## src/rtl/mem_arbiter.sv

```systemverilog
// Two-requester memory arbiter with burst-limited grants and registered read return.
// Define MEM_ARB_ROUND_ROBIN_EN for round-robin contests in IDLE; default is fixed priority to requester 0.
module mem_arbiter #(
  parameter int unsigned MAX_BURST = 4
) (
  input  logic       clk,
  input  logic       rst,
  input  logic       req0,
  input  logic [7:0] addr0,
  input  logic       we0,
  input  logic [7:0] wdata0,
  input  logic       req1,
  input  logic [7:0] addr1,
  input  logic       we1,
  input  logic [7:0] wdata1,
  output logic       gnt0,
  output logic       gnt1,
  output logic [7:0] mem_addr,
  output logic       mem_we,
  output logic [7:0] mem_wdata,
  input  logic [7:0] mem_rdata,
  output logic [7:0] rdata,
  output logic       rvalid0,
  output logic       rvalid1
);

  typedef enum logic [1:0] {
    IDLE   = 2'd0,
    GRANT0 = 2'd1,
    GRANT1 = 2'd2
  } state_t;

  localparam logic [3:0] BURST_LAST = 4'(MAX_BURST - 1);

  state_t     r_state;
  logic       r_gnt0;
  logic       r_gnt1;
  logic [3:0] r_burst;
  logic [7:0] r_rdata;
  logic       r_rvalid0;
  logic       r_rvalid1;

  logic       w_xfer0;
  logic       w_xfer1;
  logic       w_rd0;
  logic       w_rd1;
  logic       w_burst_last;
  logic       w_pick1;

  assign w_xfer0      = r_gnt0 && req0;
  assign w_xfer1      = r_gnt1 && req1;
  assign w_rd0        = w_xfer0 && !we0;
  assign w_rd1        = w_xfer1 && !we1;
  assign w_burst_last = (r_burst == BURST_LAST);

`ifdef MEM_ARB_ROUND_ROBIN_EN
  // Tracks the most recently granted requester; 1 after reset so the first contest goes to 0.
  logic r_last1;

  always_ff @(posedge clk) begin
    if (rst) begin
      r_last1 <= 1'b1;
    end else if (r_gnt0) begin
      r_last1 <= 1'b0;
    end else if (r_gnt1) begin
      r_last1 <= 1'b1;
    end
  end

  assign w_pick1 = !r_last1;
`else
  assign w_pick1 = 1'b0;
`endif

  // NOTE: every output is assigned a default first so no path through this block leaves a latch.
  always_comb begin
    mem_addr  = 8'h00;
    mem_we    = 1'b0;
    mem_wdata = 8'h00;
    if (w_xfer0) begin
      mem_addr  = addr0;
      mem_we    = we0;
      mem_wdata = wdata0;
    end else if (w_xfer1) begin
      mem_addr  = addr1;
      mem_we    = we1;
      mem_wdata = wdata1;
    end
  end

  // NOTE: state registers use non-blocking assignments so every branch sees pre-edge values.
  always_ff @(posedge clk) begin
    if (rst) begin
      r_state   <= IDLE;
      r_gnt0    <= 1'b0;
      r_gnt1    <= 1'b0;
      r_burst   <= 4'd0;
      r_rdata   <= 8'h00;
      r_rvalid0 <= 1'b0;
      r_rvalid1 <= 1'b0;
    end else begin
      r_rvalid0 <= w_rd0;
      r_rvalid1 <= w_rd1;
      if (w_rd0 || w_rd1) begin
        r_rdata <= mem_rdata;
      end

      case (r_state)
        IDLE: begin
          r_burst <= 4'd0;
          if (req0 && !(req1 && w_pick1)) begin
            r_state <= GRANT0;
            r_gnt0  <= 1'b1;
            r_gnt1  <= 1'b0;
          end else if (req1) begin
            r_state <= GRANT1;
            r_gnt0  <= 1'b0;
            r_gnt1  <= 1'b1;
          end
        end

        GRANT0: begin
          if (!req0) begin
            r_burst <= 4'd0;
            if (req1) begin
              r_state <= GRANT1;
              r_gnt0  <= 1'b0;
              r_gnt1  <= 1'b1;
            end else begin
              r_state <= IDLE;
              r_gnt0  <= 1'b0;
              r_gnt1  <= 1'b0;
            end
          end else if (w_burst_last) begin
            // Burst limit reached: hand off if the peer waits, otherwise start a fresh burst.
            r_burst <= 4'd0;
            if (req1) begin
              r_state <= GRANT1;
              r_gnt0  <= 1'b0;
              r_gnt1  <= 1'b1;
            end
          end else begin
            r_burst <= r_burst + 4'd1;
          end
        end

        GRANT1: begin
          if (!req1) begin
            r_burst <= 4'd0;
            if (req0) begin
              r_state <= GRANT0;
              r_gnt0  <= 1'b1;
              r_gnt1  <= 1'b0;
            end else begin
              r_state <= IDLE;
              r_gnt0  <= 1'b0;
              r_gnt1  <= 1'b0;
            end
          end else if (w_burst_last) begin
            r_burst <= 4'd0;
            if (req0) begin
              r_state <= GRANT0;
              r_gnt0  <= 1'b1;
              r_gnt1  <= 1'b0;
            end
          end else begin
            r_burst <= r_burst + 4'd1;
          end
        end

        default: begin
          r_state <= IDLE;
          r_gnt0  <= 1'b0;
          r_gnt1  <= 1'b0;
          r_burst <= 4'd0;
        end
      endcase
    end
  end

  assign gnt0    = r_gnt0;
  assign gnt1    = r_gnt1;
  assign rdata   = r_rdata;
  assign rvalid0 = r_rvalid0;
  assign rvalid1 = r_rvalid1;

endmodule

```

## config.mk

```make
export PLATFORM = sky130hd
export DESIGN_NAME = mem_arbiter
export DESIGN_NICKNAME = d
export VERILOG_FILES = /design/src/rtl/mem_arbiter.sv
export SDC_FILE = /design/constraint.sdc
export NUM_CORES = 1
export LEC_CHECK = 0
export ABC_AREA = 1
export CORE_MARGIN = 2
export CORE_UTILIZATION = 36
export CTS_BUF_LIST = sky130_fd_sc_hd__clkbuf_4
export DETAILED_ROUTE_END_ITERATION = 12
export HOLD_SLACK_MARGIN = 0.12
export PLACE_DENSITY = 0.84
export SLEW_MARGIN = 40
export SYNTH_ARGS = -nofsm -noshare
export SYNTH_HDL_FRONTEND = slang
export SYNTH_SLANG_ARGS = --single-unit
```

## constraint.sdc

```tcl
create_clock -name clk -period 1.7 [get_ports clk]
set_input_delay 0.17 -clock clk [delete_from_list [all_inputs] [get_ports clk]]
set_output_delay 0.17 -clock clk [all_outputs]
set_load 0.01 [all_outputs]
```

==> qor.log <==
INFO  final_layout   layout-drive-gt1-share=12.5%
INFO  sta            slew_viol_final=0
INFO  grt            global_route.overflow_total=0
INFO  flow_run       drv.max_cap_violation_count=0
INFO  power          irDropWorstVdd=0.595mV
INFO  worst_setup_path cpPeakStageDelay=0.47ns
INFO  power          powerDensity=650nW/µm²
INFO  routing        detail_route.wirelength=3080µm
INFO  floorplan      core_area=2780µm²
INFO  worst_hold_path hold_path.startpoint=mem_rdata[1]
INFO  routing        met1Wirelength=1350µm
INFO  synthesis      yosys.cell_types.count=23
INFO  grt            initial_antenna_violation_count=0
INFO  placed_design  port_buffers=74
INFO  synthesis      synthAdderAreaFrac=5.89%
INFO  worst_setup_path crit_path_start=req1
INFO  floorplan      floorplan.rows=19
INFO  worst_setup_path rr_startpoint=r_state[0]
INFO  routing        first_iter_violations=27
INFO  clock_network  clock_tree.htree_level_count=1
INFO  worst_hold_path worst_hold_path_type=in -> reg
INFO  final_layout   mostFrequentLayoutCell=sky130_fd_sc_hd__clkdlybuf4s50_1
INFO  worst_setup_path worst-setup-path-type=in -> out
INFO  clock_network  cts_made_buffers=3
INFO  synthesis      synthesized_area_fraction_occupied_by_ao_oa_aoi_and_oai_cells=8.48%
INFO  synthesis      synth.yosys.warnings=0
INFO  sta            maxSlewHeadroom=80.1%
INFO  synthesis      syn-mean-instance-area=6.56µm²
INFO  synthesis      largest_family_of_logic_cells_by_synthesized_area=simple AND/OR/NAND/NOR gates
INFO  run_status     status=completed
INFO  clock_network  worstSkewPairLatency=0.29ns
INFO  clock_network  clock_sink_count=18
INFO  placed_design  dpl_cell_area=1900µm²
INFO  worst_setup_path end_of_the_worst_register_to_register_path=r_state[0]
INFO  worst_setup_path endpoint_kind=output pin
INFO  synthesis      synth-seq-area-share=33.9%
INFO  routing        met2RoutedLength=1460µm
INFO  routing        drt_drc_violations_left=0
INFO  worst_setup_path critPathCapture=mem_addr[6]
INFO  clock_network  clock_path_buffers=2
INFO  placed_design  post-dp-hpwl=2470µm
INFO  sta            worst-slew-pin-transition=0.299ns
INFO  synthesis      synthesis.instances=162
INFO  routing        post_detailed_route_wirelength_per_cell=11.0µm
INFO  floorplan      die_width=58.3µm
INFO  clock_network  post_cts_clock_slew_at_the_launch_and_capture_registers_of_the_worst_setup_and_hold_paths=0.10ns
INFO  synthesis      synthMuxAreaShare=0%
INFO  routing        top_layer_used=met4
INFO  grt            grt_max_degree=17
INFO  worst_setup_path wp_data_required=1.53ns
INFO  floorplan      initial_utilization=38.2%
INFO  grt            grt_first_pass_wirelength=5070µm
INFO  grt            number_of_global_route_vias_before_repair=1184
INFO  final_layout   final_cell_mix=sky130_fd_sc_hd__clkdlybuf4s50_1, sky130_fd_sc_hd__nand2_1, sky130_fd_sc_hd__nor2_1
INFO  worst_setup_path critical_path_peak_fanout=4
INFO  sta            maximum_clock_frequency=624MHz
INFO  worst_setup_path critical_path_arrival=1.43ns
INFO  worst_setup_path worst-r2r-setup-slack=0.30ns
INFO  floorplan      total_die_area=3400µm²
INFO  sta            report.final.hold_viol_count=0
INFO  grt            grt.total_usage=18.9%
INFO  sta            min_period=1.60ns
INFO  sta            finalSetupViolations=0
INFO  placed_design  gp_routability_congestion=0.807
INFO  synthesis      synth_area_in_xor_xnor=1.65%
INFO  synthesis      post_synthesis_share_of_cell_area_spent_on_and_or_nand_and_nor_gates=43.9%
INFO  final_layout   fillCellCount=239
INFO  sta            unrepaired_setup_endpoints_after_global_routing=no
INFO  routing        vias_per_cell=4.61
INFO  floorplan      io_pins=75
INFO  floorplan      die_height=58.3µm
INFO  final_layout   antennaDiodeCount=0
INFO  sta            final.setup_skew=0.00222ns
INFO  final_layout   area.growth.synth_to_final=82.0%
INFO  power          total_leakage_power=0.944nW
INFO  routing        detail-route-antenna-nets=0
INFO  synthesis      netlist_area=1060µm²
INFO  worst_setup_path chain_of_cells_forming_the_critical_path=clkdlybuf4s50_1 -> nand2_1 -> inv_2 -> buf_4 -> buf_4 -> nand3_1 -> nand2_1 -> clkdlybuf4s15_1
INFO  synthesis      yosys_register_bits=18
INFO  clock_network  clk_root_buffer_cell=sky130_fd_sc_hd__clkbuf_4
INFO  routing        dr.pass1.iters=4
INFO  routing        met3_routed_length=226µm
INFO  final_layout   number_of_standard_cells_in_the_layout_taps_in_and_fillers_out=279
INFO  final_layout   final_net_count=300
INFO  sta            final.period_utilization=94.3%
INFO  placed_design  placed_cells_incl_taps=272
INFO  clock_network  post_cts_hold_fix_bufs=0
INFO  worst_setup_path worstRegToRegCells=7
INFO  worst_setup_path setup.worst_path.start_class=primary input
INFO  clock_network  clock_tree_from_tritoncts=yes
INFO  worst_setup_path crit_path_top_delay_cell=sky130_fd_sc_hd__clkdlybuf4s50_1
INFO  routing        vias=1286
INFO  final_layout   stdcell_area=1930µm²
INFO  synthesis      net_count_after_synthesis=213
-- power breakdown --
| part | total (mW) | leakage [nW] | switching (mW) | internal [mW] |
|---|---|---|---|---|
| combinational | 0.545 | 0.781 | 0.254 | 0.291 |
| clock | 0.220 | 0.0154 | 0.134 | 0.0855 |
| sequential | 0.492 | 0.147 | 0.0285 | 0.463 |
| total | 1.26 | 0.944 | 0.417 | 0.840 |
-- routing by layer --
layer | GRT usage (%) | vias to the layer above
li1 | - | 687
met1 | 23.7 | 544
met2 | 32.1 | 48
met3 | 3.96 | 7
met4 | 6.31 | 0
met5 | 0 | -
-- cells in the mapped netlist, drive strengths merged --
master / n / area [µm²]
ha: 5 / 62.6
a21boi: 1 / 7.51
xnor2: 1 / 8.76
o21ai: 10 / 50.0
dfxtp: 18 / 360
a21o: 1 / 7.51
nand3: 22 / 115
a21oi: 5 / 25.0
or2: 1 / 6.26
nand2: 54 / 225
inv: 12 / 47.6
buf: 3 / 17.5
xor2: 1 / 8.76
nor2: 28 / 120
-- kinds of logic after synthesis --
kind of cell | count (synthesis)
AND/OR/NAND/NOR | 105
AO/OA/AOI/OAI | 17
adder cells (fa/ha/maj) | 5
flip-flops | 18
buffers and inverters | 15
XOR/XNOR | 2
-- critical path: cells and delay by family --
kind | cells | cell delay (ns)
AND/OR/NAND/NOR | 3 | 0.23
buffers and inverters | 5 | 1.05
-- flip-flops by register name, indices dropped and copies added, names as in the netlist --
signal and cells:
gnt1 1, r_state 2, rvalid1 1, gnt0 1, r_burst 4, rdata 8
rvalid0 1
-- repair_timing --
action / 4_1_cts / 5_1_grt
hold endpoints to repair: 0 / 0
setup endpoints to repair: 17 / 3
setup buffers: 2 / 1
resized for setup: 20 / 3
-- worst min-delay path by stage --
stage,to,slack [ns],cells past startpoint
after floorplan,gnt0,0.24,1
after global placement,r_burst[0],0.44,1
after detailed placement,r_burst[0],0.46,1
after CTS,rdata[3],0.45,3
after global routing,rdata[4],0.47,3
final,rdata[1],0.45,3
-- stage by stage --
step | hold WS (ns) | total power, mW | setup TNS, ns | utilization (%) | setup slack, ns
after floorplan | 0.239 | 0.751 | 0 | - | 0.476
after global placement | 0.442 | 1.06 | -2.22 | 68.2 | -0.152
after detailed placement | 0.456 | 1.07 | -2.51 | 68.2 | -0.183
after CTS | 0.454 | 1.26 | 0 | 69.1 | 0.0756
after global routing | 0.465 | 1.33 | 0 | 69.5 | 0.00498
final | 0.454 | 1.26 | 0 | 69.5 | 0.0967
-- layout make-up --
cell class / count / area, µm² / area share [%]
timing repair buffer: 85 / 818 / 42.3
multi-input combinational: 129 / 637 / 32.9
sequential: 18 / 363 / 18.8
inverter: 12 / 50.0 / 2.59
tap: 31 / 38.8 / 2.01
clock buffer: 3 / 22.5 / 1.17
clock inverter: 1 / 3.75 / 0.194
No activity file was read; power rests on OpenSTA's default activity.
